$ cat src/rtl/mux_sched_pkg.sv
// Shared lane-mux scheduler types and the round-robin pick helper.
// Pure declarations; no timing or flow-control behaviour of its own.
package mux_sched_pkg;

    localparam int NUM_LANES = 4;
    localparam int SEL_W     = 2;

    typedef enum logic [0:0] {
        IDLE  = 1'b0,
        BURST = 1'b1
    } state_e;

    // Closest requesting lane after 'last', wrapping 3->0; returns 'last' if none request.
    function automatic logic [SEL_W-1:0] next_rr(input logic [NUM_LANES-1:0] req,
                                                 input logic [SEL_W-1:0]     last);
        logic [SEL_W-1:0] idx;
        next_rr = last;
        for (int k = NUM_LANES; k >= 1; k--) begin
            idx = last + SEL_W'(k);
            if (req[idx]) begin
                next_rr = idx;
            end
        end
    endfunction

endpackage

$ cat src/rtl/rr_arbiter4.sv
// Combinational 4-lane round-robin pick, zero latency, no flow control.
// STRICT_PRIO_EN: lane 0 always wins when requesting; lanes 1..3 rotate.
module rr_arbiter4
    import mux_sched_pkg::*;
(
    input  logic [NUM_LANES-1:0] req_i,
    input  logic [SEL_W-1:0]     last_i,
    output logic [SEL_W-1:0]     grant_o,
    output logic                 any_o
);

    assign any_o = |req_i;

`ifdef STRICT_PRIO_EN
    always_comb begin
        if (req_i[0]) begin
            grant_o = '0;
        end else begin
            grant_o = next_rr({req_i[NUM_LANES-1:1], 1'b0}, last_i);
        end
    end
`else
    assign grant_o = next_rr(req_i, last_i);
`endif

endmodule

$ cat src/rtl/mux_lane_scheduler.sv
// Burst round-robin scheduler for the 4-lane byte mux; 1-cycle accept-to-output latency,
// one arbitration bubble per burst. Lane ready follows !valid_out || ready_in. STRICT_PRIO_EN selects strict lane-0 priority.
module mux_lane_scheduler
    import mux_sched_pkg::*;
#(
    parameter int DATA_W    = 8,
    parameter int BURST_LEN = 4
)
(
    input  logic                 clk_4f,
    input  logic                 reset,
    input  logic [NUM_LANES-1:0] valid_in,
    input  logic [DATA_W-1:0]    data_in0,
    input  logic [DATA_W-1:0]    data_in1,
    input  logic [DATA_W-1:0]    data_in2,
    input  logic [DATA_W-1:0]    data_in3,
    output logic [NUM_LANES-1:0] ready_out,
    output logic [SEL_W-1:0]     selector,
    output logic                 valid_out,
    output logic [DATA_W-1:0]    data_out,
    input  logic                 ready_in
);

    localparam int               CNT_W     = $clog2(BURST_LEN + 1);
    localparam logic [CNT_W-1:0] LAST_BEAT = CNT_W'(BURST_LEN - 1);

    state_e              state_q, state_d;
    logic [SEL_W-1:0]    sel_q, sel_d;
    logic [SEL_W-1:0]    last_q, last_d;
    logic [CNT_W-1:0]    beat_q, beat_d;
    logic                vld_q, vld_d;
    logic [DATA_W-1:0]   dat_q, dat_d;

    logic [SEL_W-1:0]    arb_grant;
    logic                arb_any;
    logic                out_rdy;
    logic                lane_vld;
    logic [DATA_W-1:0]   lane_dat;
    logic                in_burst;
    logic                accept;

    rr_arbiter4 u_arb (
        .req_i   (valid_in),
        .last_i  (last_q),
        .grant_o (arb_grant),
        .any_o   (arb_any)
    );

    always_comb begin
        lane_dat = data_in0;
        case (sel_q)
            2'd1:    lane_dat = data_in1;
            2'd2:    lane_dat = data_in2;
            2'd3:    lane_dat = data_in3;
            default: lane_dat = data_in0;
        endcase
    end

    assign in_burst = (state_q == BURST);
    assign out_rdy  = !vld_q || ready_in;
    assign lane_vld = valid_in[sel_q];
    assign accept   = in_burst && out_rdy && lane_vld;

    always_comb begin
        ready_out = '0;
        if (in_burst) begin
            ready_out[sel_q] = out_rdy;
        end
    end

    always_comb begin
        state_d = state_q;
        sel_d   = sel_q;
        last_d  = last_q;
        beat_d  = beat_q;
        if (!in_burst) begin
            if (arb_any) begin
                sel_d   = arb_grant;
                beat_d  = '0;
                state_d = BURST;
`ifdef STRICT_PRIO_EN
                // Lane-0 wins bypass the rotation so lanes 1..3 keep their turn order.
                if (arb_grant != '0) begin
                    last_d = arb_grant;
                end
`else
                last_d = arb_grant;
`endif
            end
        end else if (out_rdy) begin
            if (lane_vld) begin
                beat_d = beat_q + 1'b1;
                if (beat_q == LAST_BEAT) begin
                    state_d = IDLE;
                end
            end else begin
                state_d = IDLE;
            end
        end
    end

    // Output stage drains on its own, independent of the FSM.
    always_comb begin
        vld_d = vld_q;
        dat_d = dat_q;
        if (accept) begin
            vld_d = 1'b1;
            dat_d = lane_dat;
        end else if (vld_q && ready_in) begin
            vld_d = 1'b0;
        end
    end

    always_ff @(posedge clk_4f) begin
        if (reset) begin
            state_q <= IDLE;
            sel_q   <= '0;
            last_q  <= SEL_W'(NUM_LANES - 1);
            beat_q  <= '0;
            vld_q   <= 1'b0;
            dat_q   <= '0;
        end else begin
            state_q <= state_d;
            sel_q   <= sel_d;
            last_q  <= last_d;
            beat_q  <= beat_d;
            vld_q   <= vld_d;
            dat_q   <= dat_d;
        end
    end

    assign selector  = sel_q;
    assign valid_out = vld_q;
    assign data_out  = dat_q;

endmodule

$ cat config.mk
export PLATFORM = sky130hd
export DESIGN_NAME = mux_lane_scheduler
export DESIGN_NICKNAME = d
export VERILOG_FILES = /design/src/rtl/mux_sched_pkg.sv /design/src/rtl/rr_arbiter4.sv /design/src/rtl/mux_lane_scheduler.sv
export SDC_FILE = /design/constraint.sdc
export NUM_CORES = 1
export LEC_CHECK = 0
export ABC_AREA = 1
export CAP_MARGIN = 10
export CORE_ASPECT_RATIO = 0.7
export CORE_MARGIN = 8
export CORE_UTILIZATION = 43
export CTS_BUF_LIST = sky130_fd_sc_hd__clkbuf_2 sky130_fd_sc_hd__clkbuf_4 sky130_fd_sc_hd__clkbuf_8
export CTS_CLUSTER_DIAMETER = 120
export DETAILED_ROUTE_END_ITERATION = 8
export GPL_ROUTABILITY_DRIVEN = 1
export PLACE_DENSITY = 0.83
export SLEW_MARGIN = 25
export SYNTH_ARGS = -nofsm -noshare
export SYNTH_HDL_FRONTEND = slang
export SYNTH_HIERARCHICAL = 1
export SYNTH_SLANG_ARGS = --single-unit
$ cat constraint.sdc
create_clock -name clk_4f -period 1.48 [get_ports clk_4f]
set_clock_uncertainty 0.15 [all_clocks]
set_input_delay 0.148 -clock clk_4f [delete_from_list [all_inputs] [get_ports clk_4f]]
set_output_delay 0.148 -clock clk_4f [all_outputs]
set_load 0.1 [all_outputs]
==> reports/qor.txt <==
outcome = complete, but fails checks
failing checks = setup timing
total power = 4.35 mW
switching portion of total power = 0.544
Pleak = 1.06 nW
clock share of power = 0.088
hold_ws = 398 ps
Post-synth EDFFs = 0
HPWL Detailed = 3300 µm
adder-cell share of the synthesized area = 0.0210
Core Footprint = 2720 µm²
first-pass GRT wire length = 6690 µm
Synth Area in Compound Gates = 0.0777
total grt overflow = 0
FFs w/ async S/R, synth = 0
CTS Sinks = 17
internal power = 1.98 mW
vias in the first global route = 1,441
worst endpoint required time = 1180 ps
Clk Tree Root Cell = clkbuf_8
CTS Buf Count = 3
xor-xnor portion of the synthesized cell area = 0
yosys synthesis warning count = 6
IO Port Bufs = 53
Longest Clk Path Bufs = 2
Peak Freq = 0.550 GHz
sequential-to-total area share from yosys stat = 0.286
antenna diode count = 0
Comb pwr share = 0.736
CP Capture Type = primary output
Synth Flop Type = dfxtp_1
Synth area leaders = dfxtp_1, nand2_1, inv_1
CP Class = flip-flop to primary output
Initial Util = 0.437
worst-path maximum fanout = 4
largest net degree at the start of global routing = 22
P_sw = 2.37 mW
Slew Limit Fails = 0
nets@finish = 313
Final Critical Period = 1820 ps
Simple-Gate Fraction of Synth Area = 0.472
Die Y = 60.0 µm
syn_area_per_cell = 6.05 µm²
Iteration-0 DRC Markers = 235
endpoints failing hold = 0
synthesized flop and latch total = 17
Synth cell types = 22
setup violators final = 11
unrepaired setup endpoints after global routing = true
initial antenna violation count = 0
mapped cell area = 1190 µm²
largest family of logic cells by synthesized area = simple AND/OR/NAND/NOR gates
most frequent cell after synthesis = nand2_1
power per standard cell area = 1860 nW/µm²
number of remaining DRC errors = 0
Syn Nets = 238
Slew headroom = 0.750
Worst Setup Start Kind = flip-flop
Arrival @ worst endpoint = 1520 ps
# rows = 16
Hold Crit Class = flip-flop to flip-flop
Tcrit/Tclk final = 1.23
number of I/O pins = 54
post-synthesis mux area share = 0
clk slew on worst S/H paths = 80 ps
DRT Wirelength = 5590 µm
Gate Count Post-Synth = 197
final worst slack = -337 ps
worst slew pin tran = 374 ps
area leader, netlist = dfxtp_1
Vias = 1,669
first drt pass iteration count = 5
Total GRT Usage = 0.182
htree depth = 1
Via-to-Cell Ratio = 5.44
Final Wtd Congestion = 0.784
post-synth top area share = 0.286
max cap viols = 0
share of cells above drive strength 1 = 0.351
Worst VDD drop = 1.38 mV
die span in x = 78.9 µm
Hold Buf Count CTS = 0
sequential share of power = 0.177
most frequent cells after synthesis = nand2_1, inv_1, dfxtp_1
antenna-violating nets left = 0
CTS tree = done
wire length per cell = 18.2 µm
Layout Area Growth over Synthesis = 97.0%
die area = 4740 µm²
worst skew pair latency = 270 ps
[registers in the layout (all words and copies together) (netlist names)]
name and count:
data_out 8, beat_q 3, last_q 2, selector 2
in_burst 1, valid_out 1
[routing by layer]
layer / up-vias / track usage / wire length, µm
met1: 769 / 0.222 / 2130
li1: 766 / - / -
met5: - / 0 / 0
met3: 22 / 0.0511 / 638
met2: 112 / 0.305 / 2660
met4: 0 / 0.0499 / 163
[worst max-delay path, cell delays in order, from the launching register on]
cell and delay, ps:
dfxtp_1 360, inv_1 100, nor2_4 140, inv_1 180, nor3_4 260, buf_12 200
[cells by family after synthesis]
logic type,after synthesis
compound gates,18
flops,17
simple gates,126
buf+inv,34
fa+ha+maj,2
[layout make-up]
type / count / area [µm²]
multi-input cells: 148 / 900
repair buffers: 74 / 876
fillers: 137 / 377
flip-flops and latches: 17 / 357
inverters: 28 / 123
well taps: 36 / 45.0
clock buffers: 3 / 41.3
clock inverters: 1 / 5.00
[path summary, 6_finish.rpt]
check                                  end  slack, ps                      from  depth (start not counted)
setup / recovery              ready_out[0]       -340       in_burst$_SDFF_PP0_                          5
hold reg to reg     beat_q[2]$_SDFFE_PP0P_        400    beat_q[2]$_SDFFE_PP0P_                          2
setup reg to reg  data_out[1]$_SDFFE_PP0P_        -90  selector[0]$_SDFFE_PP0P_                          7
hold / removal      beat_q[2]$_SDFFE_PP0P_        400    beat_q[2]$_SDFFE_PP0P_                          2
[metrics by stage]
stage	setup WS (ps)	instance area, µm²	utilization	instances	setup TNS, ps
after global placement	-191	2040	0.749	294	-2800
final	-337	2350	0.862	307	-1720
after floorplan	-523	1260	-	197	-2670
after CTS	-271	2110	0.776	301	-907
after detailed placement	-214	2040	0.749	294	-3190
after global routing	-376	2350	0.862	307	-2470
[what timing repair did]
action,CTS,global route
cloned,0,3
pin swaps,0,19
resized for setup,2,42
setup buffers,3,3
hold endpoints to repair,0,0
endpoints found under the setup margin,10,19
[layout by cell type (no fill, tap or decap), drive strengths merged]
| master | Yosys | routed |
|---|---|---|
| nand2 | 89 | 91 |
| o211ai | 1 | 1 |
| inv | 28 | 27 |
| ha | 2 | 2 |
| nand3 | 9 | 9 |
| nor2 | 15 | 15 |
| nand3b | 1 | 1 |
| nand4 | 9 | 9 |
| o21ai | 10 | 10 |
| a21oi | 7 | 7 |
| clkbuf | 1 | 4 |
| clkdlybuf4s50 | 0 | 38 |
| buf | 5 | 35 |
| clkinv | 0 | 2 |
| nor3 | 3 | 3 |
| dfxtp | 17 | 17 |
[power groups by stage]
| stage | Combinational [mW] | Sequential, mW | Clock, mW |
|---|---|---|---|
| floorplan | 1.19 | 1.25 | 0 |
| global placement | 2.51 | 0.760 | 0 |
| detailed placement | 2.55 | 0.769 | 0 |
| CTS | 2.65 | 0.733 | 0.367 |
| global route | 3.36 | 0.782 | 0.398 |
| finish | 3.20 | 0.770 | 0.381 |
Power figures use the tool's default switching activity.
